--- config.mk ---
export PLATFORM = sky130hd
export DESIGN_NAME = button_event_tx_flat
export DESIGN_NICKNAME = d
export VERILOG_FILES = /design/src/rtl/btn_defs.sv /design/src/rtl/button_event_tx_if.sv /design/src/rtl/btn_debounce.sv /design/src/rtl/button_event_tx.sv /design/src/flat_wrapper.sv
export SDC_FILE = /design/constraint.sdc
export NUM_CORES = 1
export LEC_CHECK = 0
export CAP_MARGIN = 20
export CORE_ASPECT_RATIO = 0.7
export CORE_MARGIN = 3
export CORE_UTILIZATION = 55
export DETAILED_ROUTE_END_ITERATION = 10
export PLACE_DENSITY = 0.74
export SLEW_MARGIN = 20
export SYNTH_ARGS = -nofsm -noshare
export SYNTH_HDL_FRONTEND = slang
export SYNTH_SLANG_ARGS = --single-unit
--- constraint.sdc ---
create_clock -name clk -period 3.1 [get_ports clk]
set_input_delay 0.93 -clock clk [delete_from_list [all_inputs] [get_ports clk]]
set_output_delay 0.93 -clock clk [all_outputs]
set_load 0.01 [all_outputs]
--- src/rtl/btn_defs.sv ---
`default_nettype none
// ============================================================================
//  Module      : btn_defs (package)
//  Description : Shared FSM state encodings, default timing constants and a
//                counter-width helper for the push-button event front end.
//  Revision    : 1.0 - initial release
// ============================================================================
package btn_defs;

    // FSM states, visible to consumer blocks that decode press_active context
    typedef enum logic [1:0] {
        ST_IDLE = 2'd0,
        ST_HELD = 2'd1,
        ST_LONG = 2'd2
    } btn_state_e;

    // Default timing constants (in clock cycles)
    localparam int unsigned C_DEF_DEBOUNCE_CYCLES = 20;
    localparam int unsigned C_DEF_LONG_CYCLES     = 300;
    localparam int unsigned C_DEF_REPEAT_CYCLES   = 100;

    // Counter width for a threshold n: one spare bit above $clog2
    function automatic int unsigned cnt_width(input int unsigned n);
        return $clog2(n) + 1;
    endfunction

endpackage : btn_defs
`default_nettype wire

--- src/rtl/button_event_tx_if.sv ---
`default_nettype none
// ============================================================================
//  Module      : button_event_tx_if
//  Description : Bundle of button input, power gate and conditioned event
//                outputs. master = stimulus/consumer side, slave = front end.
//  Revision    : 1.0 - initial release
// ============================================================================
interface button_event_tx_if;
    logic power_on;
    logic btn_raw;
    logic btn_level;
    logic press_active;
    logic short_press;
    logic long_press;
    logic repeat_press;

    modport master (
        output power_on, btn_raw,
        input  btn_level, press_active, short_press, long_press, repeat_press
    );

    modport slave (
        input  power_on, btn_raw,
        output btn_level, press_active, short_press, long_press, repeat_press
    );
endinterface : button_event_tx_if
`default_nettype wire

--- src/rtl/btn_debounce.sv ---
`default_nettype none
// ============================================================================
//  Module      : btn_debounce
//  Description : Two-flop synchronizer followed by a consecutive-mismatch
//                debounce counter. btn_level only flips after the synchronized
//                input has disagreed with it for DEBOUNCE_CYCLES edges in a row.
//  Revision    : 1.0 - initial release
// ============================================================================
module btn_debounce
    import btn_defs::*;
#(
    parameter int unsigned DEBOUNCE_CYCLES = C_DEF_DEBOUNCE_CYCLES
) (
    input  wire logic clk,
    input  wire logic reset,
    input  wire logic btn_raw,
    output logic      btn_level
);

    localparam int unsigned          CNT_W    = cnt_width(DEBOUNCE_CYCLES);
    localparam logic [CNT_W-1:0]     CNT_LAST = CNT_W'(DEBOUNCE_CYCLES - 1);

    logic             sync1_q, sync1_d;
    logic             sync2_q, sync2_d;
    logic             level_q, level_d;
    logic [CNT_W-1:0] deb_cnt_q, deb_cnt_d;

    // Synchronizer shift and debounce counter/level update
    always_comb begin
        sync1_d   = btn_raw;
        sync2_d   = sync1_q;
        level_d   = level_q;
        deb_cnt_d = '0;
        if (sync2_q != level_q) begin
            if (deb_cnt_q == CNT_LAST) begin
                level_d   = ~level_q;
                deb_cnt_d = '0;
            end else begin
                deb_cnt_d = deb_cnt_q + 1'b1;
            end
        end
    end

    // State registers, cleared asynchronously so reset needs no clock
    always_ff @(posedge clk or negedge reset) begin
        if (!reset) begin
            sync1_q   <= 1'b0;
            sync2_q   <= 1'b0;
            level_q   <= 1'b0;
            deb_cnt_q <= '0;
        end else begin
            sync1_q   <= sync1_d;
            sync2_q   <= sync2_d;
            level_q   <= level_d;
            deb_cnt_q <= deb_cnt_d;
        end
    end

    assign btn_level = level_q;

endmodule : btn_debounce
`default_nettype wire

--- src/rtl/button_event_tx.sv ---
`default_nettype none
// ============================================================================
//  Module      : button_event_tx
//  Description : Conditions one raw push-button and emits registered,
//                single-cycle short / long / repeat press events. power_on=0
//                forces the press FSM idle so nothing is sent while off.
//  Revision    : 1.0 - initial release
// ============================================================================
module button_event_tx
    import btn_defs::*;
#(
    parameter int unsigned DEBOUNCE_CYCLES = C_DEF_DEBOUNCE_CYCLES,
    parameter int unsigned LONG_CYCLES     = C_DEF_LONG_CYCLES,
    parameter int unsigned REPEAT_CYCLES   = C_DEF_REPEAT_CYCLES
) (
    input  wire logic            clk,
    input  wire logic            reset,
    button_event_tx_if.slave     bus
);

    localparam int unsigned       HOLD_W    = cnt_width(LONG_CYCLES);
    localparam int unsigned       REP_W     = cnt_width(REPEAT_CYCLES);
    localparam logic [HOLD_W-1:0] HOLD_LAST = HOLD_W'(LONG_CYCLES - 1);
    localparam logic [REP_W-1:0]  REP_LAST  = REP_W'(REPEAT_CYCLES - 1);

    logic              btn_level;
    logic              btn_level_q;
    logic              level_rise;
    btn_state_e        state_q, state_d;
    logic [HOLD_W-1:0] hold_cnt_q, hold_cnt_d;
    logic [REP_W-1:0]  rep_cnt_q, rep_cnt_d;
    logic              short_press_q, short_press_d;
    logic              long_press_q, long_press_d;
    logic              repeat_press_q, repeat_press_d;
    logic              press_active_q, press_active_d;

    btn_debounce #(
        .DEBOUNCE_CYCLES (DEBOUNCE_CYCLES)
    ) u_debounce (
        .clk       (clk),
        .reset     (reset),
        .btn_raw   (bus.btn_raw),
        .btn_level (btn_level)
    );

    // A press only starts on a genuine 0->1 transition of the clean level
    assign level_rise = btn_level & ~btn_level_q;

    // Next-state, hold/repeat counting and pulse decode
    always_comb begin
        state_d        = state_q;
        hold_cnt_d     = hold_cnt_q;
        rep_cnt_d      = rep_cnt_q;
        short_press_d  = 1'b0;
        long_press_d   = 1'b0;
        repeat_press_d = 1'b0;
        if (!bus.power_on) begin
            state_d    = ST_IDLE;
            hold_cnt_d = '0;
            rep_cnt_d  = '0;
        end else begin
            case (state_q)
                ST_IDLE: begin
                    if (level_rise) begin
                        state_d    = ST_HELD;
                        hold_cnt_d = '0;
                    end
                end
                ST_HELD: begin
                    // release wins over reaching the long threshold
                    if (!btn_level) begin
                        short_press_d = 1'b1;
                        state_d       = ST_IDLE;
                        hold_cnt_d    = '0;
                    end else if (hold_cnt_q == HOLD_LAST) begin
                        long_press_d = 1'b1;
                        state_d      = ST_LONG;
                        hold_cnt_d   = '0;
                        rep_cnt_d    = '0;
                    end else begin
                        hold_cnt_d = hold_cnt_q + 1'b1;
                    end
                end
                ST_LONG: begin
                    if (!btn_level) begin
                        state_d   = ST_IDLE;
                        rep_cnt_d = '0;
                    end else if (REPEAT_CYCLES != 0) begin
                        if (rep_cnt_q == REP_LAST) begin
                            repeat_press_d = 1'b1;
                            rep_cnt_d      = '0;
                        end else begin
                            rep_cnt_d = rep_cnt_q + 1'b1;
                        end
                    end
                end
                default: begin
                    state_d    = ST_IDLE;
                    hold_cnt_d = '0;
                    rep_cnt_d  = '0;
                end
            endcase
        end
        press_active_d = (state_d != ST_IDLE);
    end

    // FSM, counters and registered outputs
    always_ff @(posedge clk or negedge reset) begin
        if (!reset) begin
            btn_level_q    <= 1'b0;
            state_q        <= ST_IDLE;
            hold_cnt_q     <= '0;
            rep_cnt_q      <= '0;
            short_press_q  <= 1'b0;
            long_press_q   <= 1'b0;
            repeat_press_q <= 1'b0;
            press_active_q <= 1'b0;
        end else begin
            btn_level_q    <= btn_level;
            state_q        <= state_d;
            hold_cnt_q     <= hold_cnt_d;
            rep_cnt_q      <= rep_cnt_d;
            short_press_q  <= short_press_d;
            long_press_q   <= long_press_d;
            repeat_press_q <= repeat_press_d;
            press_active_q <= press_active_d;
        end
    end

    assign bus.btn_level    = btn_level;
    assign bus.press_active = press_active_q;
    assign bus.short_press  = short_press_q;
    assign bus.long_press   = long_press_q;
    assign bus.repeat_press = repeat_press_q;

endmodule : button_event_tx
`default_nettype wire

--- src/flat_wrapper.sv ---
// flat-port wrapper written by rule: the top's interface ports become plain ports
module button_event_tx_flat import btn_defs::*;
#(
    parameter int unsigned DEBOUNCE_CYCLES = C_DEF_DEBOUNCE_CYCLES,
    parameter int unsigned LONG_CYCLES     = C_DEF_LONG_CYCLES,
    parameter int unsigned REPEAT_CYCLES   = C_DEF_REPEAT_CYCLES
)
  (clk, reset, bus_power_on, bus_btn_raw, bus_btn_level, bus_press_active, bus_short_press, bus_long_press, bus_repeat_press);
  button_event_tx_if bus_i ();
  input  wire logic clk;
  input  wire logic reset;
  input wire logic [$bits(bus_i.power_on)-1:0] bus_power_on;
  input wire logic [$bits(bus_i.btn_raw)-1:0] bus_btn_raw;
  output wire logic [$bits(bus_i.btn_level)-1:0] bus_btn_level;
  output wire logic [$bits(bus_i.press_active)-1:0] bus_press_active;
  output wire logic [$bits(bus_i.short_press)-1:0] bus_short_press;
  output wire logic [$bits(bus_i.long_press)-1:0] bus_long_press;
  output wire logic [$bits(bus_i.repeat_press)-1:0] bus_repeat_press;
  assign bus_i.power_on = bus_power_on;
  assign bus_i.btn_raw = bus_btn_raw;
  assign bus_btn_level = bus_i.btn_level;
  assign bus_press_active = bus_i.press_active;
  assign bus_short_press = bus_i.short_press;
  assign bus_long_press = bus_i.long_press;
  assign bus_repeat_press = bus_i.repeat_press;
  button_event_tx #(.DEBOUNCE_CYCLES(DEBOUNCE_CYCLES), .LONG_CYCLES(LONG_CYCLES), .REPEAT_CYCLES(REPEAT_CYCLES)) u_core (.clk(clk), .reset(reset), .bus(bus_i));
endmodule
# == Word level (Yosys, flattened, before mapping) ==
# Index checks and enable logic that the tools add are counted.
# totals
reg_bits,34
out_inout_bits,5
# classes
add_sub_neg,3
n_eq_ne,11
muxes,30
bitwise,3
n_reduce_logical,5
# op_table
operator,count
$mux 10,4
$mux 8,5
$pmux 10 s3,1
$pmux 8 s3,1
$mux 6,2
$mux 1,11
$add 10x1->10 const B,1
$eq 10x9->1 const B,1
$mux 2,5
$add 8x1->8 const B,1
$eq 8x7->1 const B,1
$add 6x1->6 const B,1
$eq 6x5->1 const B,1
$ne 3x2->1 const B,2
$pmux 2 s3,1
$ne 2x2->1 const B,2
$reduce_and 2->1,2
$ne 3x3->1 const B,1
$reduce_and 3->1,1
$eq 2x1->1 const B,1
$eq 2x2->1 const B,1
$logic_not 2->1,1
$not 1->1,2
$reduce_bool 2->1,1
2 further kinds,2

# == Logic depth before layout (Yosys ltp) ==
# Gate-level depths: netlist of the first run.
# logic_depth
depth_word,6
depth_mapped,5
ltp_nobuf,5

# == Cells and area by module ==
# A second synthesis of the first run with hierarchy kept.
# unflattened
hier_cells,157
hier_area_um2,1672.9
# by_module_without_submodules
module,n_inst,cells_each,area_each_um2
button_event_tx,1,127,1302.5
btn_debounce,1,30,370.4

# == Worst setup path after synthesis of the first run ==
# No wires, ideal clock.
# synth_path
kind,input port to flip-flop
start,input bus_power_on
end,register u_core.hold_cnt_q[9]
setup_ps,77
t_arrival_ps,1720
setup_slack_ps,1302
stages,4
path_cell_list,nand2b_1 o2111ai_2 or3_1 a21oi_1
# synth_via
elab_chain_len,2
# synth_lines
element,line_no,source
start: declaration,flat_wrapper.sv:12,input wire logic [$bits(bus_i.power_on)-1:0] bus_power_on;
$ne 3x2->1 (no source line) / $ne 2x2->1 (equally long branches),--,
$reduce_and 2->1 (no source line),--,
end signal: assignment,button_event_tx.sv:121,hold_cnt_q <= hold_cnt_d;
end: declaration,button_event_tx.sv:30,"logic [HOLD_W-1:0] hold_cnt_q, hold_cnt_d;"
# Parallel ways exist; a longest one is shown, timed or not.
# A chain may end at the register's enable or synchronous reset.

# == Worst setup path after layout of the first run ==
# layout_path
start,input bus_power_on
end,register u_core.hold_cnt_q[5]
# The elaborated chain is that of the path after synthesis.

==> reports/summary.txt, run 1 <==
clk root buf = clkbuf_8
Post-CTS Setup Bufs = 0
routed via count = 1270
# nets final = 174
initial antenna violation count = 0
placed instance area = 1820 µm²
WHS Endpoint = u_core.u_debounce.sync2_q$_DFF_PN0_
worst vdd ir = 0.000281 V
Finished Cell Area = 1930 µm²
Initial Util = 59.1%
Initial DRC Count = 151
syn nets = 160
outcome = completed
Reg clk slew, reported paths = 70 ps
Startpoint Class = input pin
Row Count = 16
Multi-input gate area = 816 µm²
CP max stage cell = clkdlybuf4s50_1
CTS H-tree lvls = 2
register area = 851 µm²
Resize count post-CTS = 0
Skew-Pair Late Insertion Delay = 290 ps
Tot GR Track Use = 21.2%
Synth cell types = 49
worst reg2reg endpoint = u_core.rep_cnt_q[4]$_DFFE_PN0P_
fill count = 227
Required @ worst endpoint = 3330 ps
Hold Vio Cnt, Final = 0
die area = 3810 µm²
first-pass GRT wire length = 5.87 mm
upper clock frequency limit = 410 MHz
largest net degree at the start of global routing = 35
Area Overhead vs Synth = 13.1%
Num Clock Sinks = 34
GRT overflow = 0
synthesized instance count = 153
TritonRoute pass-1 iters = 5
hold depth = 0
Buffers on Ports = 8
Chip Width = 72.5 µm
CP Class = in -> reg
reg2reg start = u_core.hold_cnt_q[1]$_DFFE_PN0P_
commonest non-fill, non-tap cell in the layout = dfrtp_1
Worst Hold Slack = 348 ps
core area = 2880 µm²
Mapped Area = 1700 µm²
DPL Wire Length = 2.33 mm
layout cells sized above 1 = 14.3%
Setup crit end kind = flop
chip height = 52.6 µm
Leakage = 0.000927 µW
antenna cells = 0
clock period minus worst slack = 2440 ps
Post-synth EDFFs = 0
post-synthesis sequential area ratio = 49.9%
CTS max path bufs = 2
slew at the pin closest to its max-slew limit = 515 ps
R2R depth = 5
final WL = 3.45 mm
max-slew violations = 0
final period utilization = 78.7%
Seq cells post-synth = 34
DR WL/cell = 16.9 µm
Final setup viols = 0
crit path DAT = 2660 ps
Synth async-reset ratio = 100%
worst-path maximum fanout = 9
highest-count cells in the layout ignoring fill and taps = dfrtp_1, nor2_1, clkdlybuf4s50_1
commonest register cell after synthesis = dfrtp_1
cells along the critical path = clkdlybuf4s50_1 > nand4b_2 > a31oi_2 > a21oi_1 > o21ai_1
RSZ-0062 raised after global routing = no
Final Skew = 5.69 ps
yosys warns = 0
Slew HR = 65.6%
Post-CTS Hold Fix Bufs = 0
vias per cell = 6.23
vias in the first global route = 1209
number of max-cap violations = 0
total I/O pin count = 9
post-route ant nets = 0
R2R Setup Slk = 1310 ps
pwr/cell area = 459 nW/µm²
CTS tree = yes
drt drc = 0
total CTS buffers = 5
setup TNS = 0 ps
Hold/Removal Path Class = reg -> reg
min-delay src = u_core.u_debounce.sync1_q$_DFF_PN0_
Final GP Congestion = 0.788
synthesized area per cell = 11.1 µm²
slowest stage delay, CP = 630 ps
per-layer routing:
layer	GRT usage [%]	part of all wire (%)	vias to the layer above
li1	-	-	597
met1	25.8	47	644
met2	34.7	47	23
met3	6.32	3.9	6
met4	10.1	2.1	0
met5	0	0	-
critical path, delay by kind of cell:
family,cells,cell delay [ps]
AO/OA/AOI/OAI,3,820
AND/OR/NAND/NOR,1,280
buffers and inverters,1,630
final cells by class:
| cell class | instances | share of cell area [%] |
|---|---|---|
| clock buffer | 5 | 3.57 |
| clock inverter | 3 | 2.08 |
| inverter | 5 | 0.974 |
| multi-input combinational | 112 | 42.3 |
| sequential | 34 | 44.2 |
| tap | 36 | 2.34 |
| timing repair buffer | 9 | 4.55 |
worst max-delay path by stage:
stage / start / endpoint / slack [ps] / depth (start not counted)
after CTS: bus_power_on / u_core.hold_cnt_q[5]$_DFFE_PN0P_ / 680 / 5
after detailed placement: bus_power_on / u_core.hold_cnt_q[8]$_DFFE_PN0P_ / 410 / 5
after floorplan: bus_power_on / u_core.hold_cnt_q[9]$_DFFE_PN0P_ / 1300 / 4
after global placement: bus_power_on / u_core.hold_cnt_q[6]$_DFFE_PN0P_ / 580 / 5
final: bus_power_on / u_core.hold_cnt_q[5]$_DFFE_PN0P_ / 660 / 5
after global routing: bus_power_on / u_core.hold_cnt_q[5]$_DFFE_PN0P_ / 580 / 5
sequential cells by signal, indices dropped and copies added, names as in the netlist, 2 cells and up:
register                     cells
u_core.rep_cnt_q                 8
u_core.hold_cnt_q               10
u_core.u_debounce.deb_cnt_q      6
u_core.state_q                   2
cells by family after synthesis:
logic type / Yosys count / synth area share [%]
and+or+nand+nor: 65 / 24.6
AOI/OAI and AO/OA: 35 / 16.0
DFF: 34 / 49.9
buffers and inverters: 7 / 2.20
xor gates and xnor gates: 6 / 3.08
muxes: 3 / 1.98
adders and majority gates: 3 / 2.20
cells in the mapped netlist (2+ instances only):
cell type | instances | area share (%)
dfrtp_1 | 34 | 50
nor2_1 | 10 | 2.2
a21oi_1 | 7 | 2.1
nand2_1 | 7 | 1.5
nand3_1 | 7 | 2.1
and3_1 | 5 | 1.8
inv_1 | 5 | 1.1
a22o_1 | 4 | 2.1
nand2b_1 | 4 | 1.5
nor3_1 | 4 | 1.2
o21ai_1 | 4 | 1.2
xor2_1 | 4 | 2.1
a211o_1 | 3 | 1.5
and2_1 | 3 | 1.1
ha_1 | 3 | 2.2
mux2_2 | 3 | 2.0
nor2b_1 | 3 | 1.1
o21ai_0 | 3 | 0.88
or3_1 | 3 | 1.1
a21o_1 | 2 | 0.88
a31oi_2 | 2 | 1.5
nand4_1 | 2 | 0.73
nand4b_2 | 2 | 1.8
nor3b_1 | 2 | 0.88
nor4_1 | 2 | 0.73
xnor2_1 | 2 | 1.0
report_power, final:
part | leakage [µW] | switching, µW | internal, µW
sequential | 0.000468 | 3.35 | 448
clock | 0.0000579 | 166 | 236
combinational | 0.000401 | 19.6 | 10.1
total | 0.000927 | 189 | 694
metrics by stage:
stage | instances | setup slack (ps) | power [µW] | util (%)
after CTS | 204 | 677 | 891 | 66.8
after global routing | 204 | 583 | 912 | 66.8
after detailed placement | 196 | 410 | 490 | 63.1
final | 204 | 661 | 884 | 66.8
after global placement | 196 | 578 | 488 | 63.1
after floorplan | 153 | 1300 | 471 | -
No activity file was read; power rests on OpenSTA's default activity.
==> run 2, diff against run 1 <==
- clock period: 3.1 -> 2.34 ns (I/O delays scaled with it)
==> run 2 against run 1 <==
Critical path depth did not move. Register-to-register slack got worse by 830 ps. Sequential cell count unchanged. Clock skew shrank 3.9 ps. Critical path type unchanged. Global-route usage down 0.38 points. First-iteration DRC count down 49%. Wire length barely moved. Non-clock buffer count rose by 4. Utilization increased by 1.1 points.
==> reports/summary.txt, run 2 (same netlist as run 1, synthesis figures left out) <==
total I/O pin count = 9
switching portion of total power = 20.7%
drt drc = 0
upper clock frequency limit = 494 MHz
Final setup viols = 0
clk root buf = clkbuf_8
fill count = 222
pwr/cell area = 582 nW/µm²
antenna cells = 0
total CTS buffers = 5
Power, Total = 1140 µW
TritonRoute pass-1 iters = 4
setup TNS = 0 ps
Final GP Congestion = 0.807
Clk pwr share = 44.1%
Initial DRC Count = 77
Row Count = 16
largest net degree at the start of global routing = 35
Comb pwr share = 3.4%
Crit path max-delay family = buffers and inverters
highest-count cells in the layout ignoring fill and taps = dfrtp_1, nor2_1, clkbuf_8, clkdlybuf4s50_1
Chip Width = 72.5 µm
core area = 2880 µm²
Slew HR = 71.9%
commonest non-fill, non-tap cell in the layout = dfrtp_1
# nets final = 178
CP Class = in -> reg
Post-CTS Hold Fix Bufs = 0
routed via count = 1285
Hold/Removal Path Class = reg -> reg
final period utilization = 86.5%
cells along the critical path = clkdlybuf4s50_1 > nand4b_2 > a31oi_2 > and3_1 > a211o_1
Num Clock Sinks = 34
max-slew violations = 0
Reg clk slew, reported paths = 70 ps
DPL Wire Length = 2.37 mm
outcome = completed
Initial Util = 59.1%
final WL = 3.45 mm
worst-path maximum fanout = 7
Post-CTS Setup Bufs = 0
clock period minus worst slack = 2020 ps
die area = 3810 µm²
sequential share of power = 52.5%
DR WL/cell = 16.6 µm
GRT overflow = 0
CP bufs+invs = 1
CTS max path bufs = 2
Startpoint Class = input pin
crit path DAT = 2250 ps
leading registers by flop count = u_core.hold_cnt_q x10, u_core.rep_cnt_q x8, u_core.u_debounce.deb_cnt_q x6
number of max-cap violations = 0
Required @ worst endpoint = 2570 ps
chip height = 52.6 µm
Final Skew = 1.79 ps
first-pass GRT wire length = 5.90 mm
RSZ-0062 raised after global routing = no
Setup crit end kind = flop
Resize count post-CTS = 0
CTS H-tree lvls = 2
R2R Setup Slk = 480 ps
worst vdd ir = 0.000452 V
CP max stage cell = clkdlybuf4s50_1
CTS tree = yes
Tot GR Track Use = 20.8%
hold depth = 0
Leakage = 0.000947 µW
Area Overhead vs Synth = 14.9%
vias in the first global route = 1274
post-route ant nets = 0
layout cells sized above 1 = 16.3%
internal power = 904 µW
Skew-Pair Late Insertion Delay = 280 ps
Buffers on Ports = 8
vias per cell = 6.18
R2R depth = 5
Biggest register = u_core.hold_cnt_q
slew at the pin closest to its max-slew limit = 421 ps
max FFs per register = 10
slowest stage delay, CP = 620 ps
CP Depth = 5
NetSw = 236 µW
Hold Vio Cnt, Final = 0
initial antenna violation count = 0
-- run 2: cell count changes in the layout (fill, tap and decap cells not counted), sizes merged --
cell | previous run | this run
clkbuf | 5 | 8
bufinv | 1 | 0
buf | 1 | 5
clkinv | 2 | 0
-- run 2: final timing paths --
kind,end,startpoint
worst max-delay path,u_core.rep_cnt_q[4]$_DFFE_PN0P_,bus_power_on
worst min-delay path,u_core.u_debounce.sync2_q$_DFF_PN0_,u_core.u_debounce.sync1_q$_DFF_PN0_
worst max register to register,u_core.rep_cnt_q[4]$_DFFE_PN0P_,u_core.hold_cnt_q[0]$_DFFE_PN0P_
worst min register to register,u_core.u_debounce.sync2_q$_DFF_PN0_,u_core.u_debounce.sync1_q$_DFF_PN0_
max in group asynchronous,u_core.hold_cnt_q[7]$_DFFE_PN0P_,reset
min in group asynchronous,u_core.hold_cnt_q[6]$_DFFE_PN0P_,reset
-- run 2: area by class of cell --
type,count,area [µm²],area share (%)
inverters,5,18.8,0.958
flip-flops and latches,34,851,43.5
repair buffers,13,118,6.01
well taps,36,45.0,2.30
clock buffers,8,110,5.62
multi-input cells,112,816,41.7
-- run 2: per-stage QoR --
stage / instance area, µm² / std cells / hold WS [ps] / setup WS [ps] / util (%)
after floorplan: 1700 / 153 / 331 / 744 / -
after global placement: 1850 / 200 / 340 / 82.7 / 64.1
after detailed placement: 1850 / 200 / 336 / 37.4 / 64.1
after CTS: 1960 / 208 / 352 / 344 / 67.9
after global routing: 1960 / 208 / 356 / 202 / 67.9
final: 1960 / 208 / 349 / 317 / 67.9
-- run 2: power groups by stage --
stage | logic (µW) | registers, µW | clock network (µW)
floorplan | 15.8 | 608 | 0
global placement | 38.4 | 609 | 0
detailed placement | 39.9 | 609 | 0
CTS | 39.8 | 598 | 519
global route | 44.0 | 598 | 540
finish | 38.8 | 598 | 503
-- run 2: routing by layer --
metal	track usage (%)	up-vias	wire, µm
met5	0	-	0
met2	31.3	30	1580
li1	-	605	-
met1	27.6	642	1630
met3	7.85	8	194
met4	7.36	0	46
==> run 3, diff against run 2 <==
- ABC_AREA: unset -> 1
==> run 3 against run 2 <==
Largest cell class unchanged. Utilization down 0.86 points. Non-clock buffer count down 1. Sequential share of layout area up 0.25 points. Maximum frequency up 8.0%. Hold slack worse by 0.60 ps. Cell area down 0.58%. Combinational power up 16%. Via count up 4.9%.
==> reports/summary.txt, run 3 <==
Slew HR = 73.1%
share of the synthesized area in the top cell type = 49.0%
Reg clk slew, reported paths = 70 ps
main area contributors after synthesis = dfrtp_1, nand2_1, nor2_1, nand3_1, inv_1
Post-synth EDFFs = 0
setup TNS = 0 ps
mux cell area share after synthesis = 0%
cell with the most instances after synthesis = nand2_1
outcome = completed
upper clock frequency limit = 534 MHz
Synth async-reset ratio = 100%
commonest register cell after synthesis = dfrtp_1
highest-count cells in the layout ignoring fill and taps = nand2_1, dfrtp_1, nor2_1, inv_1, nand3_1
Leakage = 0.000954 µW
CP max stage cell = clkdlybuf4s50_1
RSZ-0062 raised after global routing = no
synthesized area per cell = 8.15 µm²
# nets final = 237
CTS max path bufs = 2
Skew-Pair Late Insertion Delay = 280 ps
Tot GR Track Use = 20.1%
Post-CTS Setup Bufs = 0
commonest non-fill, non-tap cell in the layout = nand2_1
crit path DAT = 1170 ps
slowest stage delay, CP = 540 ps
vias per cell = 5.07
antenna cells = 0
leading registers by flop count = u_core.hold_cnt_q x10, u_core.rep_cnt_q x8, u_core.u_debounce.deb_cnt_q x6
Area Overhead vs Synth = 12.2%
Seq cells post-synth = 34
clock period minus worst slack = 1870 ps
Synth cell types = 28
CTS H-tree lvls = 2
final period utilization = 80.1%
largest net degree at the start of global routing = 35
number of max-cap violations = 0
Synth Area in Simple Gates = 32.7%
core area = 2900 µm²
Final GP Congestion = 0.845
CP Depth = 1
DR WL/cell = 12.1 µm
syn nets = 220
CP Class = reg -> out
routed via count = 1348
Final setup viols = 0
Setup crit end kind = output port
initial antenna violation count = 0
fraction of the mapped netlist area in adder cells = 2.16%
Hold Vio Cnt, Final = 0
pwr/cell area = 532 nW/µm²
synthesized instance count = 213
TritonRoute pass-1 iters = 4
total CTS buffers = 5
Worst Hold Slack = 348 ps
Chip Width = 73.1 µm
clk root buf = clkbuf_8
post-route ant nets = 0
cell taking the most area after synthesis = dfrtp_1
Row Count = 16
R2R depth = 8
drt drc = 0
slew at the pin closest to its max-slew limit = 403 ps
worst-path maximum fanout = 2
first-pass GRT wire length = 5.64 mm
Crit path max-delay family = buffers and inverters
max FFs per register = 10
max-slew violations = 0
Synth Area in XOR/XNOR = 3.53%
CTS tree = yes
Num Clock Sinks = 34
max layer used = met4
chip height = 53.0 µm
Final Skew = 7.71 ps
worst vdd ir = 0.000425 V
Initial DRC Count = 122
Post-synth top cells = nand2_1, dfrtp_1, nor2_1
met3 wire len = 168 µm
WL met2 = 1.36 mm
Hold/Removal Path Class = reg -> reg
Mapped Area = 1740 µm²
met1 WL = 1.62 mm
Required @ worst endpoint = 1640 ps
Post-CTS Hold Fix Bufs = 0
die area = 3880 µm²
layout cells sized above 1 = 12.2%
Initial Util = 59.8%
Startpoint Class = flop
final WL = 3.21 mm
post-synthesis sequential area ratio = 49.0%
Compound-Gate Fraction of Synth Area = 4.69%
vias in the first global route = 1240
largest family of logic cells by synthesized area = simple AND/OR/NAND/NOR gates
cells along the critical path = clkdlybuf4s50_1
total I/O pin count = 9
Resize count post-CTS = 0
GRT overflow = 0
hold depth = 0
DPL Wire Length = 2.43 mm
CP bufs+invs = 1
yosys warns = 0
Biggest register = u_core.hold_cnt_q
Buffers on Ports = 8
run 3: path summary, 6_finish.rpt:
kind | startpoint | to | slack (ps)
setup / recovery | u_core.u_debounce.btn_level$_DFFE_PN0P_ | bus_btn_level | 470
hold / removal | u_core.u_debounce.sync1_q$_DFF_PN0_ | u_core.u_debounce.sync2_q$_DFF_PN0_ | 350
setup reg to reg | u_core.hold_cnt_q[0]$_DFFE_PN0P_ | u_core.rep_cnt_q[2]$_DFFE_PN0P_ | 740
hold reg to reg | u_core.u_debounce.sync1_q$_DFF_PN0_ | u_core.u_debounce.sync2_q$_DFF_PN0_ | 350
max in group asynchronous | reset | u_core.bus.repeat_press$_DFF_PN0_ | 1230
min in group asynchronous | reset | u_core.u_debounce.deb_cnt_q[4]$_DFF_PN0_ | 820
run 3: layer usage:
metal  up-vias  global-route usage [%]
met3         5                    7.40
met4         0                    8.59
met5         -                       0
met1       609                    27.1
li1        707                       -
met2        27                    28.6
run 3: area by class of cell:
cell class,instances,area [µm²]
fill,244,956
sequential,34,851
multi-input combinational,148,748
inverter,29,114
timing repair buffer,12,110
clock buffer,5,68.8
tap,36,45.0
clock inverter,2,10.0
run 3: logic make-up (layout without fill, tap and decap cells):
| group | Yosys count | count (layout) |
|---|---|---|
| AOI/OAI and AO/OA | 14 | 14 |
| xor gates and xnor gates | 7 | 7 |
| adders and majority gates | 3 | 3 |
| buffers and inverters | 31 | 48 |
| DFF | 34 | 34 |
| and+or+nand+nor | 124 | 124 |
run 3: report_power, final:
| part | leakage [µW] | internal, µW | switching (µW) |
|---|---|---|---|
| Combinational | 0.000443 | 15.2 | 29.8 |
| Clock | 0.0000438 | 199 | 194 |
| Sequential | 0.000468 | 594 | 4.19 |
| Total | 0.000954 | 808 | 228 |
run 3: stage by stage:
step           total power, µW  instances  util [%]  instance area (µm²)  setup WS (ps)
2_1_floorplan              633        213         -                 1740            828
3_5_place_dp               654        259      64.4                 1870            231
6_report                  1040        266      67.1                 1950            467
3_3_place_gp               653        259      64.4                 1870            258
5_1_grt                   1090        266      67.1                 1950            411
4_1_cts                   1050        266      67.1                 1950            455
